<file path="config.mk">
export PLATFORM = sky130hd
export DESIGN_NAME = ahb_burst_write_sequencer
export DESIGN_NICKNAME = d
export VERILOG_FILES = /design/src/rtl/ahb_lite_pkg.sv /design/src/rtl/ahb_beat_counter.sv /design/src/rtl/ahb_burst_write_sequencer.sv
export SDC_FILE = /design/constraint.sdc
export NUM_CORES = 1
export LEC_CHECK = 0
export ABC_AREA = 1
export BUFFER_PORTS_ARGS = -buffer_cell sky130_fd_sc_hd__buf_4
export CAP_MARGIN = 20
export CORE_MARGIN = 2
export CORE_UTILIZATION = 41
export CTS_CLUSTER_SIZE = 20
export DETAILED_ROUTE_END_ITERATION = 7
export PLACE_DENSITY_LB_ADDON = 0.3
export SLEW_MARGIN = 20
export SYNTH_ARGS = -nofsm -noshare
export SYNTH_HDL_FRONTEND = slang
export SYNTH_SLANG_ARGS = --single-unit
</file>
<file path="constraint.sdc">
create_clock -name HCLK -period 11.96 [get_ports HCLK]
set_input_delay 2.392 -clock HCLK [delete_from_list [all_inputs] [get_ports HCLK]]
set_output_delay 2.392 -clock HCLK [all_outputs]
set_load 0.005 [all_outputs]
</file>
<file path="src/rtl/ahb_lite_pkg.sv">
// ---------------------------------------------------------------------------
// ahb_lite_pkg
// Shared AHB-Lite encodings and the burst sequencer state type.
//   htrans_t     : HTRANS transfer type encodings
//   HBURST_*     : burst type encodings used by the write sequencer
//   HSIZE_WORD   : 32-bit transfer size
//   seq_state_t  : states of the burst write sequencer FSM
// ---------------------------------------------------------------------------
package ahb_lite_pkg;

    typedef enum logic [1:0] {
        HTRANS_IDLE   = 2'b00,
        HTRANS_BUSY   = 2'b01,
        HTRANS_NONSEQ = 2'b10,
        HTRANS_SEQ    = 2'b11
    } htrans_t;

    localparam logic [2:0] HBURST_SINGLE = 3'b000;
    localparam logic [2:0] HBURST_INCR4  = 3'b011;
    localparam logic [2:0] HSIZE_WORD    = 3'b010;

    typedef enum logic [2:0] {
        S_IDLE,
        S_ADDR0,
        S_BURST,
        S_LAST,
        S_ERR
    } seq_state_t;

endpackage

</file>
<file path="src/rtl/ahb_beat_counter.sv">
// ---------------------------------------------------------------------------
// ahb_beat_counter
// Address-phase and data-phase beat counters for one AHB burst.
//   clk, rst : clock, asynchronous active-high reset
//   clear    : restart both counters at zero (block accepted)
//   hready   : slave ready; counters only move on completed phases
//   a_en     : an address phase is in progress
//   d_en     : a data phase is in progress
//   a_cnt    : index of the beat currently in its address phase
//   a_last   : address phase of the final beat is on the bus
//   d_last   : data phase of the final beat is on the bus
// ---------------------------------------------------------------------------
module ahb_beat_counter #(
    parameter int BEATS = 4,
    parameter int CNT_W = $clog2(BEATS + 1)
) (
    input  logic             clk,
    input  logic             rst,
    input  logic             clear,
    input  logic             hready,
    input  logic             a_en,
    input  logic             d_en,
    output logic [CNT_W-1:0] a_cnt,
    output logic             a_last,
    output logic             d_last
);

    logic [CNT_W-1:0] d_cnt;

    always_ff @(posedge clk or posedge rst) begin
        if (rst) begin
            a_cnt <= '0;
            d_cnt <= '0;
        end else if (clear) begin
            a_cnt <= '0;
            d_cnt <= '0;
        end else begin
            if (a_en && hready) begin
                a_cnt <= a_cnt + 1'b1;
            end
            if (d_en && hready) begin
                d_cnt <= d_cnt + 1'b1;
            end
        end
    end

    assign a_last = (a_cnt == CNT_W'(BEATS - 1));
    assign d_last = (d_cnt == CNT_W'(BEATS - 1));

endmodule

</file>
<file path="src/rtl/ahb_burst_write_sequencer.sv">
// ---------------------------------------------------------------------------
// ahb_burst_write_sequencer
// Takes one ciphertext block plus a destination address and writes it to the
// AHB-Lite fabric as a single INCR4 burst, most significant word first.
// The destination advances by one block after every successful burst.
//   HCLK, HRESET      : clock, asynchronous active-high reset
//   dest_addr         : destination byte address (aligned down to 16 bytes)
//   dest_updated      : pulse, load dest_addr
//   text_in           : ciphertext block, BEATS*DATA_W bits
//   text_valid        : text_in valid
//   text_ready        : block accepted when text_valid & text_ready
//   HREADY, HRESP     : slave ready and error response
//   HADDR, HWRITE,
//   HSIZE, HBURST,
//   HTRANS, HWDATA    : AHB-Lite master outputs
//   busy              : burst in progress
//   done              : pulse, burst completed without error
//   err               : pulse, burst aborted by an error response
// ---------------------------------------------------------------------------
module ahb_burst_write_sequencer
    import ahb_lite_pkg::*;
#(
    parameter int ADDR_W = 32,
    parameter int DATA_W = 32,
    parameter int BEATS  = 4
) (
    input  logic                    HCLK,
    input  logic                    HRESET,
    input  logic [ADDR_W-1:0]       dest_addr,
    input  logic                    dest_updated,
    input  logic [BEATS*DATA_W-1:0] text_in,
    input  logic                    text_valid,
    output logic                    text_ready,
    input  logic                    HREADY,
    input  logic                    HRESP,
    output logic [ADDR_W-1:0]       HADDR,
    output logic                    HWRITE,
    output logic [2:0]              HSIZE,
    output logic [2:0]              HBURST,
    output logic [1:0]              HTRANS,
    output logic [DATA_W-1:0]       HWDATA,
    output logic                    busy,
    output logic                    done,
    output logic                    err
);

    localparam int CNT_W      = $clog2(BEATS + 1);
    localparam int BEAT_BYTES = DATA_W / 8;
    localparam int BLK_BYTES  = BEATS * BEAT_BYTES;
    // Block alignment keeps every burst inside a single 1 KB region.
    localparam logic [ADDR_W-1:0] ALIGN_MASK = ~ADDR_W'(15);

    seq_state_t              state, state_n;
    htrans_t                 htrans_q, htrans_n;
    logic [ADDR_W-1:0]       haddr_n;
    logic                    hwrite_n;
    logic [2:0]              hburst_n;
    logic [DATA_W-1:0]       hwdata_n;
    logic                    done_n, err_n;
    logic                    accept, a_en, d_en;
    logic                    addr_valid, addr_valid_n;
    logic [ADDR_W-1:0]       dest_reg, base_reg;
    logic [BEATS*DATA_W-1:0] text_reg;
    logic [CNT_W-1:0]        a_cnt;
    logic                    a_last, d_last;
    int                      beat_idx;

    ahb_beat_counter #(
        .BEATS (BEATS),
        .CNT_W (CNT_W)
    ) u_beat_counter (
        .clk    (HCLK),
        .rst    (HRESET),
        .clear  (accept),
        .hready (HREADY),
        .a_en   (a_en),
        .d_en   (d_en),
        .a_cnt  (a_cnt),
        .a_last (a_last),
        .d_last (d_last)
    );

    assign addr_valid_n = addr_valid | dest_updated;

    // Bus outputs are registered: each value computed here is what the bus
    // shows in the state being entered. Defaults hold everything, which is
    // exactly the wait-state behaviour.
    always_comb begin
        state_n  = state;
        htrans_n = htrans_q;
        haddr_n  = HADDR;
        hwrite_n = HWRITE;
        hburst_n = HBURST;
        hwdata_n = HWDATA;
        done_n   = 1'b0;
        err_n    = 1'b0;
        accept   = 1'b0;
        a_en     = 1'b0;
        d_en     = 1'b0;
        // Beat a_cnt carries the word counted from the MSW end.
        beat_idx = BEATS - 1 - int'(a_cnt);

        case (state)
            S_IDLE: begin
                if (text_valid && text_ready) begin
                    accept   = 1'b1;
                    state_n  = S_ADDR0;
                    htrans_n = HTRANS_NONSEQ;
                    haddr_n  = dest_reg;
                    hwrite_n = 1'b1;
                    hburst_n = HBURST_INCR4;
                end
            end
            S_ADDR0: begin
                a_en = 1'b1;
                if (HREADY) begin
                    state_n  = S_BURST;
                    htrans_n = HTRANS_SEQ;
                    haddr_n  = base_reg + ADDR_W'(BEAT_BYTES);
                    hwdata_n = text_reg[beat_idx*DATA_W +: DATA_W];
                end
            end
            S_BURST: begin
                if (HRESP && !HREADY) begin
                    state_n  = S_ERR;
                    htrans_n = HTRANS_IDLE;
                    hwrite_n = 1'b0;
                end else begin
                    a_en = 1'b1;
                    d_en = 1'b1;
                    if (HREADY) begin
                        hwdata_n = text_reg[beat_idx*DATA_W +: DATA_W];
                        if (a_last) begin
                            state_n  = S_LAST;
                            htrans_n = HTRANS_IDLE;
                            hwrite_n = 1'b0;
                        end else begin
                            haddr_n = base_reg + ADDR_W'((int'(a_cnt) + 1) * BEAT_BYTES);
                        end
                    end
                end
            end
            S_LAST: begin
                if (HRESP && !HREADY) begin
                    state_n = S_ERR;
                end else if (HREADY && d_last) begin
                    state_n  = S_IDLE;
                    hburst_n = HBURST_SINGLE;
                    done_n   = 1'b1;
                end
            end
            S_ERR: begin
                if (HREADY) begin
                    state_n  = S_IDLE;
                    hburst_n = HBURST_SINGLE;
                    err_n    = 1'b1;
                end
            end
            default: begin
                state_n  = S_IDLE;
                htrans_n = HTRANS_IDLE;
                hwrite_n = 1'b0;
                hburst_n = HBURST_SINGLE;
            end
        endcase
    end

    always_ff @(posedge HCLK or posedge HRESET) begin
        if (HRESET) begin
            state      <= S_IDLE;
            htrans_q   <= HTRANS_IDLE;
            HADDR      <= '0;
            HWRITE     <= 1'b0;
            HBURST     <= HBURST_SINGLE;
            HWDATA     <= '0;
            done       <= 1'b0;
            err        <= 1'b0;
            text_ready <= 1'b0;
            addr_valid <= 1'b0;
            dest_reg   <= '0;
            base_reg   <= '0;
            text_reg   <= '0;
        end else begin
            state      <= state_n;
            htrans_q   <= htrans_n;
            HADDR      <= haddr_n;
            HWRITE     <= hwrite_n;
            HBURST     <= hburst_n;
            HWDATA     <= hwdata_n;
            done       <= done_n;
            err        <= err_n;
            addr_valid <= addr_valid_n;
            // Ready is registered but looks ahead at the next state, so the
            // cycle after a burst completes can already accept a block.
            text_ready <= (state_n == S_IDLE) && addr_valid_n;
            if (accept) begin
                text_reg <= text_in;
                base_reg <= dest_reg;
            end
            // A fresh destination beats the post-burst auto-advance.
            if (dest_updated) begin
                dest_reg <= dest_addr & ALIGN_MASK;
            end else if (done_n) begin
                dest_reg <= dest_reg + ADDR_W'(BLK_BYTES);
            end
        end
    end

    assign HTRANS = htrans_q;
    assign HSIZE  = HSIZE_WORD;
    assign busy   = (state != S_IDLE);

endmodule

</file>
==> summary.md, run 1 <==
| Metric | Value |
|---|---|
| Synthesis-to-layout area growth | `22.9%` |
| Worst Setup End Kind | `flop` |
| Setup ws final | `7510 ps` |
| Final cell count without fillers | `2324` |
| Adder-Cell Fraction of Synth Area | `0.770%` |
| Post-CTS Resized | `0` |
| Worst-Margin Slew | `1080 ps` |
| Unrepaired setup endpoints after global routing | `no` |
| CP Class | `in -> reg` |
| Hold Crit Class | `reg -> reg` |
| Multiplexer share of the synthesized area | `0%` |
| Max_cap viols | `0` |
| Yosys warnings | `0` |
| R2R cell count | `10` |
| Die W | `182 microns` |
| Nets | `2074` |
| Max clock buf depth | `3` |
| CP top delay family | `buffers and inverters` |
| Final Skew | `20.0 ps` |
| Worst min-delay path startpoint | `addr_valid` |
| Largest family of logic cells by synthesized area | `simple AND/OR/NAND/NOR gates` |
| Pin count of the biggest net entering global routing | `133` |
| Synth Area in Compound Gates | `13.5%` |
| GPL Wtd Cong | `0.912` |
| Final hold slack | `451 ps` |
| Max reg flops | `128` |
| Core Box Area | `0.0314 sq mm` |
| Boundary pin count | `243` |
| Vias in the first global route | `11600` |
| Critical path, cell by cell | `buf_4 > nand2_1 > nor2_4 > buf_4 > clkinv_2 > nand2_4 > nand2_4 > inv_2 > nand3_1 > nand2_1` |
| Antenna violations before repair | `1` |
| Netlist cell types | `37` |
| Placed Cells | `2270` |
| Seq/Total Area, Yosys | `50.6%` |
| Worst flop-to-flop path startpoint | `state[1]` |
| Setup TNS Final | `0 ps` |
| Share of cells above drive strength 1 | `17.5%` |
| Worst-Skew Late Latency | `560 ps` |
| Worst path max stage delay | `760 ps` |
| RR Endpoint | `HADDR[15]` |
| CTS H-Tree Depth | `1` |
| Routed wire per std cell | `15.9 microns` |
| CTS Buf Count | `30` |
| Crit path launch type | `input pin` |
| CP bufs+invs | `4` |
| Fmax | `0.225 GHz` |
| CTS tree | `built` |
| Drt via density | `5.09` |
| Most frequent cells in the layout | `nand2_1 (640), dfrtp_1 (262), buf_4 (239)` |
| Hold path depth | `1` |
| First DRT Iteration DRCs | `873` |
| DP HPWL | `24.6 mm` |
| Cell leakage power | `7.96 nW` |
| Setup Viol. Count Final | `0` |
| Post-Syn Instances | `1706` |
| CTS sink cnt | `263` |
| Reg2reg setup slack | `8830 ps` |
| Die area | `0.0332 sq mm` |
| Global-route wire length before repair | `59.2 mm` |
| Routed via count | `11800` |
| Reg clk slew, reported paths | `50 ps` |
| Initial core utilization | `41.4%` |
| Syn Std Cell Area | `0.0130 sq mm` |
| Clock root cell | `clkbuf_16` |
| Req. time, crit path | `12440 ps` |
| Die Y | `182 microns` |
| CP Max Fanout | `109` |
| Yosys reg bits | `263` |
| Syn Area/Cell | `7.62 sq um` |
| Tot Pwr | `0.00381 W` |
| Antenna viol nets, final | `0` |
| Grt ovf | `0` |
| Post-CTS Hold Fix Bufs | `0` |
| Final Cycle Share | `37.2%` |
| Commonest non-fill, non-tap cell in the layout | `nand2_1` |
| Max-slew headroom | `28.0%` |
| Pwr/cell area | `238 mW/mm^2` |
| Placement-stage worst setup slack | `7010 ps` |
| CP arrival | `4930 ps` |
| Setup Fix Bufs, Post-CTS | `0` |
| ANT cells | `0` |
| Worst vdd ir | `139 uV` |
| Min Tclk post-route | `4450 ps` |
| XOR/XNOR share of the synthesized area | `0.741%` |
| Rows | `65` |
| Slowest cell on crit path | `buf_4` |
| Final hold violation count | `0` |
| Fillers | `3072` |
| Drt total wl | `37.0 mm` |
| Drc violations | `0` |
| Port buffer count | `232` |
| Status | `completed` |
| Global-route usage over all layers | `22.2%` |
| Synth Area in Simple Gates | `26.7%` |
| Worst Hold End | `addr_valid` |
| Max Slew Vio Count | `0` |
| Drt pass-1 iters | `6` |
[power by group]
part | internal, W | total (W) | switching, W
Clock | 0.000578 | 0.000958 | 0.000380
Sequential | 0.00127 | 0.00149 | 0.000222
Combinational | 0.000514 | 0.00136 | 0.000848
[per-layer routing]
metal	vias up	GRT usage [%]	routed length, microns
met3	68	4.65	2540
met4	0	7.97	1280
met5	-	0	0
met2	354	34.6	16800
li1	5798	-	-
met1	5608	30.9	16300
[worst reg2reg max path: cells and delay by family (launching register included)]
family	cells	cell delay [ps]
buf+inv	3	1430
flops	1	450
simple gates	7	1190
[worst max-delay path by stage]
stage           endpoint  slack [ps]  depth (start not counted)  startpoint
2_1_floorplan  HADDR[10]        2330                          1      HRESET
3_3_place_gp   HADDR[10]        7030                         10  text_valid
3_5_place_dp   HADDR[10]        7010                         10  text_valid
4_1_cts        HADDR[15]        7570                         10  text_valid
5_1_grt        HADDR[15]        7290                         10  text_valid
6_report       HADDR[15]        7510                         10  text_valid
[area by class of cell]
cell class / count / area [sq um] / area share (%)
Clock buffer: 42 / 886 / 5.54
Clock inverter: 12 / 151 / 0.947
Inverter: 156 / 596 / 3.73
Multi-Input combinational cell: 1208 / 5440 / 34.1
Sequential cell: 263 / 6590 / 41.2
Tap cell: 402 / 503 / 3.15
Timing Repair Buffer: 241 / 1820 / 11.4
[logic make-up (layout without fill, tap and decap cells)]
group | after synthesis | after routing
XOR/XNOR | 11 | 11
other | 2 | 7
flip-flops | 263 | 263
buffers and inverters | 240 | 451
adder cells (fa/ha/maj) | 8 | 8
AND/OR/NAND/NOR | 854 | 854
AO/OA/AOI/OAI | 328 | 328
[synth_stat cells]
| library cell | n | area (sq um) |
|---|---|---|
| conb_1 | 2 | 7.51 |
| clkinv_2 | 1 | 5.00 |
| a21oi_1 | 76 | 380 |
| nor3_1 | 5 | 25.0 |
| dfrtp_1 | 263 | 6580 |
| a31oi_1 | 2 | 12.5 |
| clkbuf_1 | 35 | 131 |
| o211ai_1 | 6 | 45.0 |
| nor2_2 | 1 | 6.26 |
| buf_1 | 4 | 15.0 |
| o21bai_1 | 3 | 22.5 |
| and2_1 | 1 | 6.26 |
| nand4_1 | 11 | 68.8 |
| buf_4 | 8 | 60.1 |
| o221ai_1 | 3 | 26.3 |
| nand3_1 | 69 | 345 |
| a21oi_2 | 16 | 140 |
| o21ai_0 | 193 | 966 |
| nor2_4 | 4 | 45.0 |
| buf_2 | 34 | 170 |
| or2_2 | 2 | 12.5 |
| inv_1 | 144 | 541 |
| o21ai_1 | 23 | 115 |
| xor2_1 | 11 | 96.3 |
| nand3b_1 | 14 | 105 |
| nand2_2 | 3 | 18.8 |
| o31ai_1 | 1 | 7.51 |
| clkinv_1 | 2 | 7.51 |
| o31ai_2 | 1 | 12.5 |
| nand2_1 | 640 | 2400 |
| ha_1 | 8 | 100 |
| nor2_1 | 98 | 368 |
| nand2_4 | 5 | 56.3 |
| buf_6 | 3 | 33.8 |
| o22ai_1 | 4 | 25.0 |
| nor4_1 | 1 | 6.26 |
| inv_2 | 9 | 33.8 |
[per-stage QoR]
step                utilization (%)  instance area, sq um
floorplan                         -                 13000
global placement               47.6                 14900
detailed placement             47.6                 14900
CTS                            50.9                 16000
global route                   50.9                 16000
finish                         50.9                 16000
Power figures use the tool's default switching activity.
==> inputs of run 2 (changes only) <==
- ABC_AREA: 1 -> 0
- clock period: 11.96 -> 3.55 ns (I/O delays scaled with it)
==> summary.md, run 2 <==
| Metric | Value |
|---|---|
| Antenna viol nets, final | `0` |
| Critical Path Sink | `HADDR[20]` |
| Worst Setup SP | `state[1]` |
| Global-route wire length before repair | `50.8 mm` |
| Worst vdd ir | `366 uV` |
| Worst-Margin Slew | `751 ps` |
| Drt via density | `5.01` |
| CTS sink cnt | `263` |
| Die Y | `177 microns` |
| Crit path launch type | `flop` |
| Final Cycle Share | `80.2%` |
| Clock group share of total power | `24.1%` |
| Flop pwr share | `41.2%` |
| GPL Wtd Cong | `0.833` |
| CP Max Fanout | `17` |
| Worst flop-to-flop path startpoint | `state[1]` |
| Global-route usage over all layers | `20.3%` |
| Leading post-synthesis cells by cell area | `dfrtp_1 (53%), nand2_1 (18%), mux4_2 (5.9%)` |
| Port buffer count | `232` |
| Req. time, crit path | `4010 ps` |
| Max_cap viols | `0` |
| CP arrival | `3310 ps` |
| Cell with the most instances after synthesis | `nand2_1` |
| Drc violations | `0` |
| Syn Area/Cell | `9.23 sq um` |
| Drt total wl | `31.7 mm` |
| Nets | `1708` |
| Routed via count | `9725` |
| Final hold violation count | `0` |
| Setup Fix Bufs, Post-CTS | `0` |
| Max reg flops | `128` |
| Post-CTS Hold Fix Bufs | `0` |
| Synth cell count leaders | `nand2_1 (590), dfrtp_1 (263), o21ai_0 (77)` |
| Cell Int Power | `0.00784 W` |
| CTS Buf Count | `29` |
| First DRT Iteration DRCs | `537` |
| Worst-Skew Late Latency | `550 ps` |
| Routed wire per std cell | `16.3 microns` |
| Post-CTS Resized | `0` |
| Cell leakage power | `7.47 nW` |
| Boundary pin count | `243` |
| Placed cell area | `0.0144 sq mm` |
| Synthesis-to-layout area growth | `24.1%` |
| Status | `completed` |
| Max-slew headroom | `50.0%` |
| Initial core utilization | `41.6%` |
| Post-Syn Instances | `1335` |
| Async S/R FF share, synth | `100%` |
| Yosys warnings | `0` |
| CTS tree | `built` |
| Worst Setup End Kind | `flop` |
| CTS H-Tree Depth | `1` |
| Grt ovf | `0` |
| Area leader, netlist | `dfrtp_1` |
| Rows | `63` |
| ANT cells | `0` |
| Final instance area | `0.0153 sq mm` |
| Yosys reg bits | `263` |
| CP Class | `reg -> reg` |
| Final cell count without fillers | `1942` |
| Clock root cell | `clkbuf_16` |
| Reg clk slew, reported paths | `60 ps` |
| Share of cells above drive strength 1 | `22.9%` |
| Final hold slack | `264 ps` |
| Hold Crit Class | `in -> async` |
| Fmax | `0.351 GHz` |
| Fillers | `2789` |
| Die area | `0.0314 sq mm` |
| Drt pass-1 iters | `5` |
| Top FF cell, synth | `dfrtp_1` |
| Commonest non-fill, non-tap cell in the layout | `nand2_1` |
| Setup ws final | `704 ps` |
| DP HPWL | `21.4 mm` |
| Core Box Area | `0.0296 sq mm` |
| Vias in the first global route | `9556` |
| Setup Viol. Count Final | `0` |
| Unrepaired setup endpoints after global routing | `no` |
| Die W | `177 microns` |
| Placement-stage worst setup slack | `731 ps` |
| Most frequent cells in the layout | `nand2_1 (590), dfrtp_1 (261), buf_4 (248)` |
| Combinational power share | `34.7%` |
| Final Skew | `14.6 ps` |
| Antenna violations before repair | `0` |
| Net load switching power | `0.00427 W` |
| RR Endpoint | `HADDR[20]` |
| Min Tclk post-route | `2850 ps` |
| Max Slew Vio Count | `0` |
| R2R cell count | `9` |
| Max clock buf depth | `3` |
| Pwr/cell area | `793 mW/mm^2` |
| Netlist cell types | `52` |
| Pin count of the biggest net entering global routing | `99` |
| EDFF count, synth | `0` |
| Sw Ratio | `35.3%` |
| Reg2reg setup slack | `700 ps` |
| Top cell type's share of synthesized area | `53.4%` |
| Syn Std Cell Area | `0.0123 sq mm` |
| Placed Cells | `1893` |
| Seq/Total Area, Yosys | `53.4%` |
==> run 2: cell type report <==
cell class,count,area (sq um),area share [%]
clock buffers,39,843,5.52
clock inverters,10,85.1,0.557
inverters,12,48.8,0.319
multi-input cells,976,5300,34.6
flip-flops and latches,263,6580,43.1
well taps,390,488,3.19
repair buffers,252,1940,12.7
==> run 2: cells by family (layout without fill, tap and decap cells) <==
family                   Yosys count  count (layout)  share of synthesized area, %
adder cells (fa/ha/maj)            8               8                         0.813
AO/OA/AOI/OAI                    139             139                          6.42
XOR/XNOR                          55              55                          3.91
other                              2               7                        0.0610
buffers and inverters            101             313                          3.83
flip-flops                       263             263                          53.4
multiplexers                      42              42                          6.68
AND/OR/NAND/NOR                  725             725                          24.9
==> run 2: power groups by stage <==
| stage | sequential, W | combinational (W) | clock (W) |
|---|---|---|---|
| final | 0.00499 | 0.00420 | 0.00292 |
| after global routing | 0.00515 | 0.00478 | 0.00312 |
| after CTS | 0.00499 | 0.00428 | 0.00300 |
| after detailed placement | 0.00504 | 0.00426 | 0 |
| after global placement | 0.00498 | 0.00416 | 0 |
| after floorplan | 0.00481 | 0.00297 | 0 |
==> run 2: worst min-delay path by stage <==
stage / start / endpoint / slack (ps) / cells past startpoint
after global routing: HRESET / text_reg[34] / 290 / 2
after floorplan: addr_valid / addr_valid / 420 / 1
after global placement: addr_valid / addr_valid / 430 / 1
after detailed placement: addr_valid / addr_valid / 430 / 1
after CTS: HRESET / text_reg[34] / 260 / 2
final: HRESET / text_reg[34] / 260 / 2
==> run 2: layer usage <==
| layer | global-route usage [%] | wire length, microns | part of all wire [%] |
|---|---|---|---|
| met1 | 27.4 | 13800 | 43 |
| met2 | 32.4 | 14800 | 47 |
| met3 | 4.48 | 2060 | 6.5 |
| met4 | 7.31 | 1100 | 3.5 |
| met5 | 0 | 0 | 0 |
==> run 2: worst max-delay path, stage by stage, from the launching register on <==
cell and delay, ps:
dfrtp_1 620, nand2b_1 190, nor2_1 150, and4_1 220, ha_1 230, o211ai_1 190
nor3_2 650, nand4_1 190, xor2_1 180, o211ai_1 150
==> run 2: through the flow <==
step,power (W),utilization [%],setup TNS [ps]
after CTS,0.0123,51.6,0
after floorplan,0.00778,-,-165570
after global routing,0.0131,51.6,0
after global placement,0.00914,48.4,0
after detailed placement,0.00929,48.4,0
final,0.0121,51.6,0
==> inputs of run 3 (changes only) <==
- clock period: 3.55 -> 2.3 ns (I/O delays scaled with it)
==> summary.md, run 3 (synthesized netlist as in run 2, its figures left out) <==
| Metric | Value |
|---|---|
| Cell leakage power | `7.67 nW` |
| CP Class | `reg -> reg` |
| Synthesis-to-layout area growth | `28.0%` |
| Met3 WL post-DR | `2.04 mm` |
| Drt via density | `5.05` |
| Met1 WL | `13.8 mm` |
| DP HPWL | `22.3 mm` |
| ANT cells | `0` |
| Req. time, crit path | `2700 ps` |
| Crit path launch type | `flop` |
| Pin count of the biggest net entering global routing | `83` |
| Pwr/cell area | `1220 mW/mm^2` |
| Met2 WL | `15.8 mm` |
| Placement-stage worst setup slack | `-312 ps` |
| Top Layer Used | `met4` |
| Antenna viol nets, final | `0` |
| Die area | `0.0314 sq mm` |
| CP arrival | `2690 ps` |
| Tot Pwr | `0.0192 W` |
| Rows | `63` |
| Worst path max stage delay | `420 ps` |
| CP Max Fanout | `4` |
| Flop pwr share | `40.3%` |
| Core Box Area | `0.0296 sq mm` |
| Slowest cell on crit path | `dfrtp_2` |
| Drt pass-1 iters | `5` |
| Status | `completed` |
| Clock group share of total power | `23.8%` |
| Final hold violation count | `0` |
| CTS H-Tree Depth | `1` |
| CTS Buf Count | `30` |
| Final instance area | `0.0158 sq mm` |
| Unrepaired setup endpoints after global routing | `yes` |
| Routed via count | `9988` |
| Hold Crit Class | `in -> reg` |
| Fmax | `0.436 GHz` |
| Min Tclk post-route | `2290 ps` |
| Global-route usage over all layers | `20.9%` |
| Grt ovf | `0` |
| Critical path, cell by cell | `ha_4 > ha_4 > nor3_4 > ha_4 > a211oi_2 > nor3_4 > buf_4 > nand4_1 > xor2_1 > o211ai_1` |
| Reg clk slew, reported paths | `60 ps` |
| Vias in the first global route | `9942` |
| Sw Ratio | `35.5%` |
| Max Slew Vio Count | `0` |
| Worst vdd ir | `640 uV` |
| Global-route wire length before repair | `52.0 mm` |
| Initial core utilization | `41.6%` |
| Drc violations | `0` |
| CTS sink cnt | `263` |
| Clock root cell | `clkbuf_16` |
| Port buffer count | `232` |
| GPL Wtd Cong | `0.838` |
| Share of cells above drive strength 1 | `25.3%` |
| Max-slew headroom | `49.1%` |
| Antenna violations before repair | `0` |
| Placed cell area | `0.0147 sq mm` |
| Setup Viol. Count Final | `0` |
| Cell Int Power | `0.0124 W` |
| First DRT Iteration DRCs | `727` |
| Die Y | `177 microns` |
| Worst-Skew Late Latency | `570 ps` |
| Worst-Margin Slew | `764 ps` |
| Commonest non-fill, non-tap cell in the layout | `nand2_1` |
| Combinational power share | `35.9%` |
| Setup ws final | `6.99 ps` |
| Drt total wl | `32.9 mm` |
| Final Skew | `30.5 ps` |
| Boundary pin count | `243` |
| Routed wire per std cell | `16.6 microns` |
| Most frequent cells in the layout | `nand2_1 (590), buf_4 (271), dfrtp_1 (261)` |
| Final hold slack | `69.4 ps` |
| Cell mode on critical path | `ha_4` |
| Nets | `1742` |
| Die W | `177 microns` |
| Final Cycle Share | `99.7%` |
| CTS tree | `built` |
| Net load switching power | `0.00682 W` |
| Max reg flops | `128` |
| Worst Setup End Kind | `flop` |
| Max clock buf depth | `3` |
| Max_cap viols | `0` |
run 3: final timing paths:
| kind | from | endpoint | slack (ps) | cells after the start |
|---|---|---|---|---|
| max in group asynchronous | HRESET | HADDR[21] | 1010 | 5 |
| worst min-delay path | text_in[81] | text_reg[81] | 70 | 3 |
| worst max register to register | u_beat_counter.a_cnt[0] | HADDR[20] | 7 | 10 |
| worst min register to register | text_reg[14] | text_reg[14] | 470 | 2 |
| worst max-delay path | u_beat_counter.a_cnt[0] | HADDR[20] | 7 | 10 |
| min in group asynchronous | HRESET | text_reg[5] | 440 | 3 |
run 3: final cells by class:
cell class                 count  area [sq um]
timing repair buffer         284          2280
tap                          390           488
fill                        2764         13900
clock buffer                  41           842
clock inverter                10           108
inverter                      12          51.3
sequential                   263          6580
multi-input combinational    977          5420
run 3: per-layer routing:
metal	track usage, %	up-vias
met3	4.37	65
met2	34.1	285
met1	27.6	4809
met5	0	-
li1	-	4829
met4	7.58	0
run 3: repair_timing:
item,4_1_cts,5_1_grt
hold endpoints to repair,10,0
resized for setup,10,3
setup endpoints to repair,21,23
pin swaps,8,2
cloned,1,0
buffers inserted,4,2
hold buffers,1,0
run 3: power groups by stage:
stage / sequential [W] / combinational [W] / clock [W]
2_1_floorplan: 0.00744 / 0.00468 / 0
3_3_place_gp: 0.00771 / 0.00672 / 0
3_5_place_dp: 0.00779 / 0.00690 / 0
4_1_cts: 0.00774 / 0.00700 / 0.00466
5_1_grt: 0.00797 / 0.00784 / 0.00484
6_report: 0.00775 / 0.00690 / 0.00457
run 3: critical path: cells and delay by family, from the launching register on:
family	cells	cell delay, ps
flip-flops	1	420
AO/OA/AOI/OAI	2	520
AND/OR/NAND/NOR	3	220
adder cells (fa/ha/maj)	3	610
buffers and inverters	1	180
XOR/XNOR	1	170
run 3: per-stage QoR:
step,util [%],TNS [ps],std cells
finish,53.2,0,1977
CTS,53.1,-2.71,1975
global route,53.2,-1110,1977
floorplan,-,-428640,1340
detailed placement,49.5,-2280,1918
global placement,49.5,-1720,1918
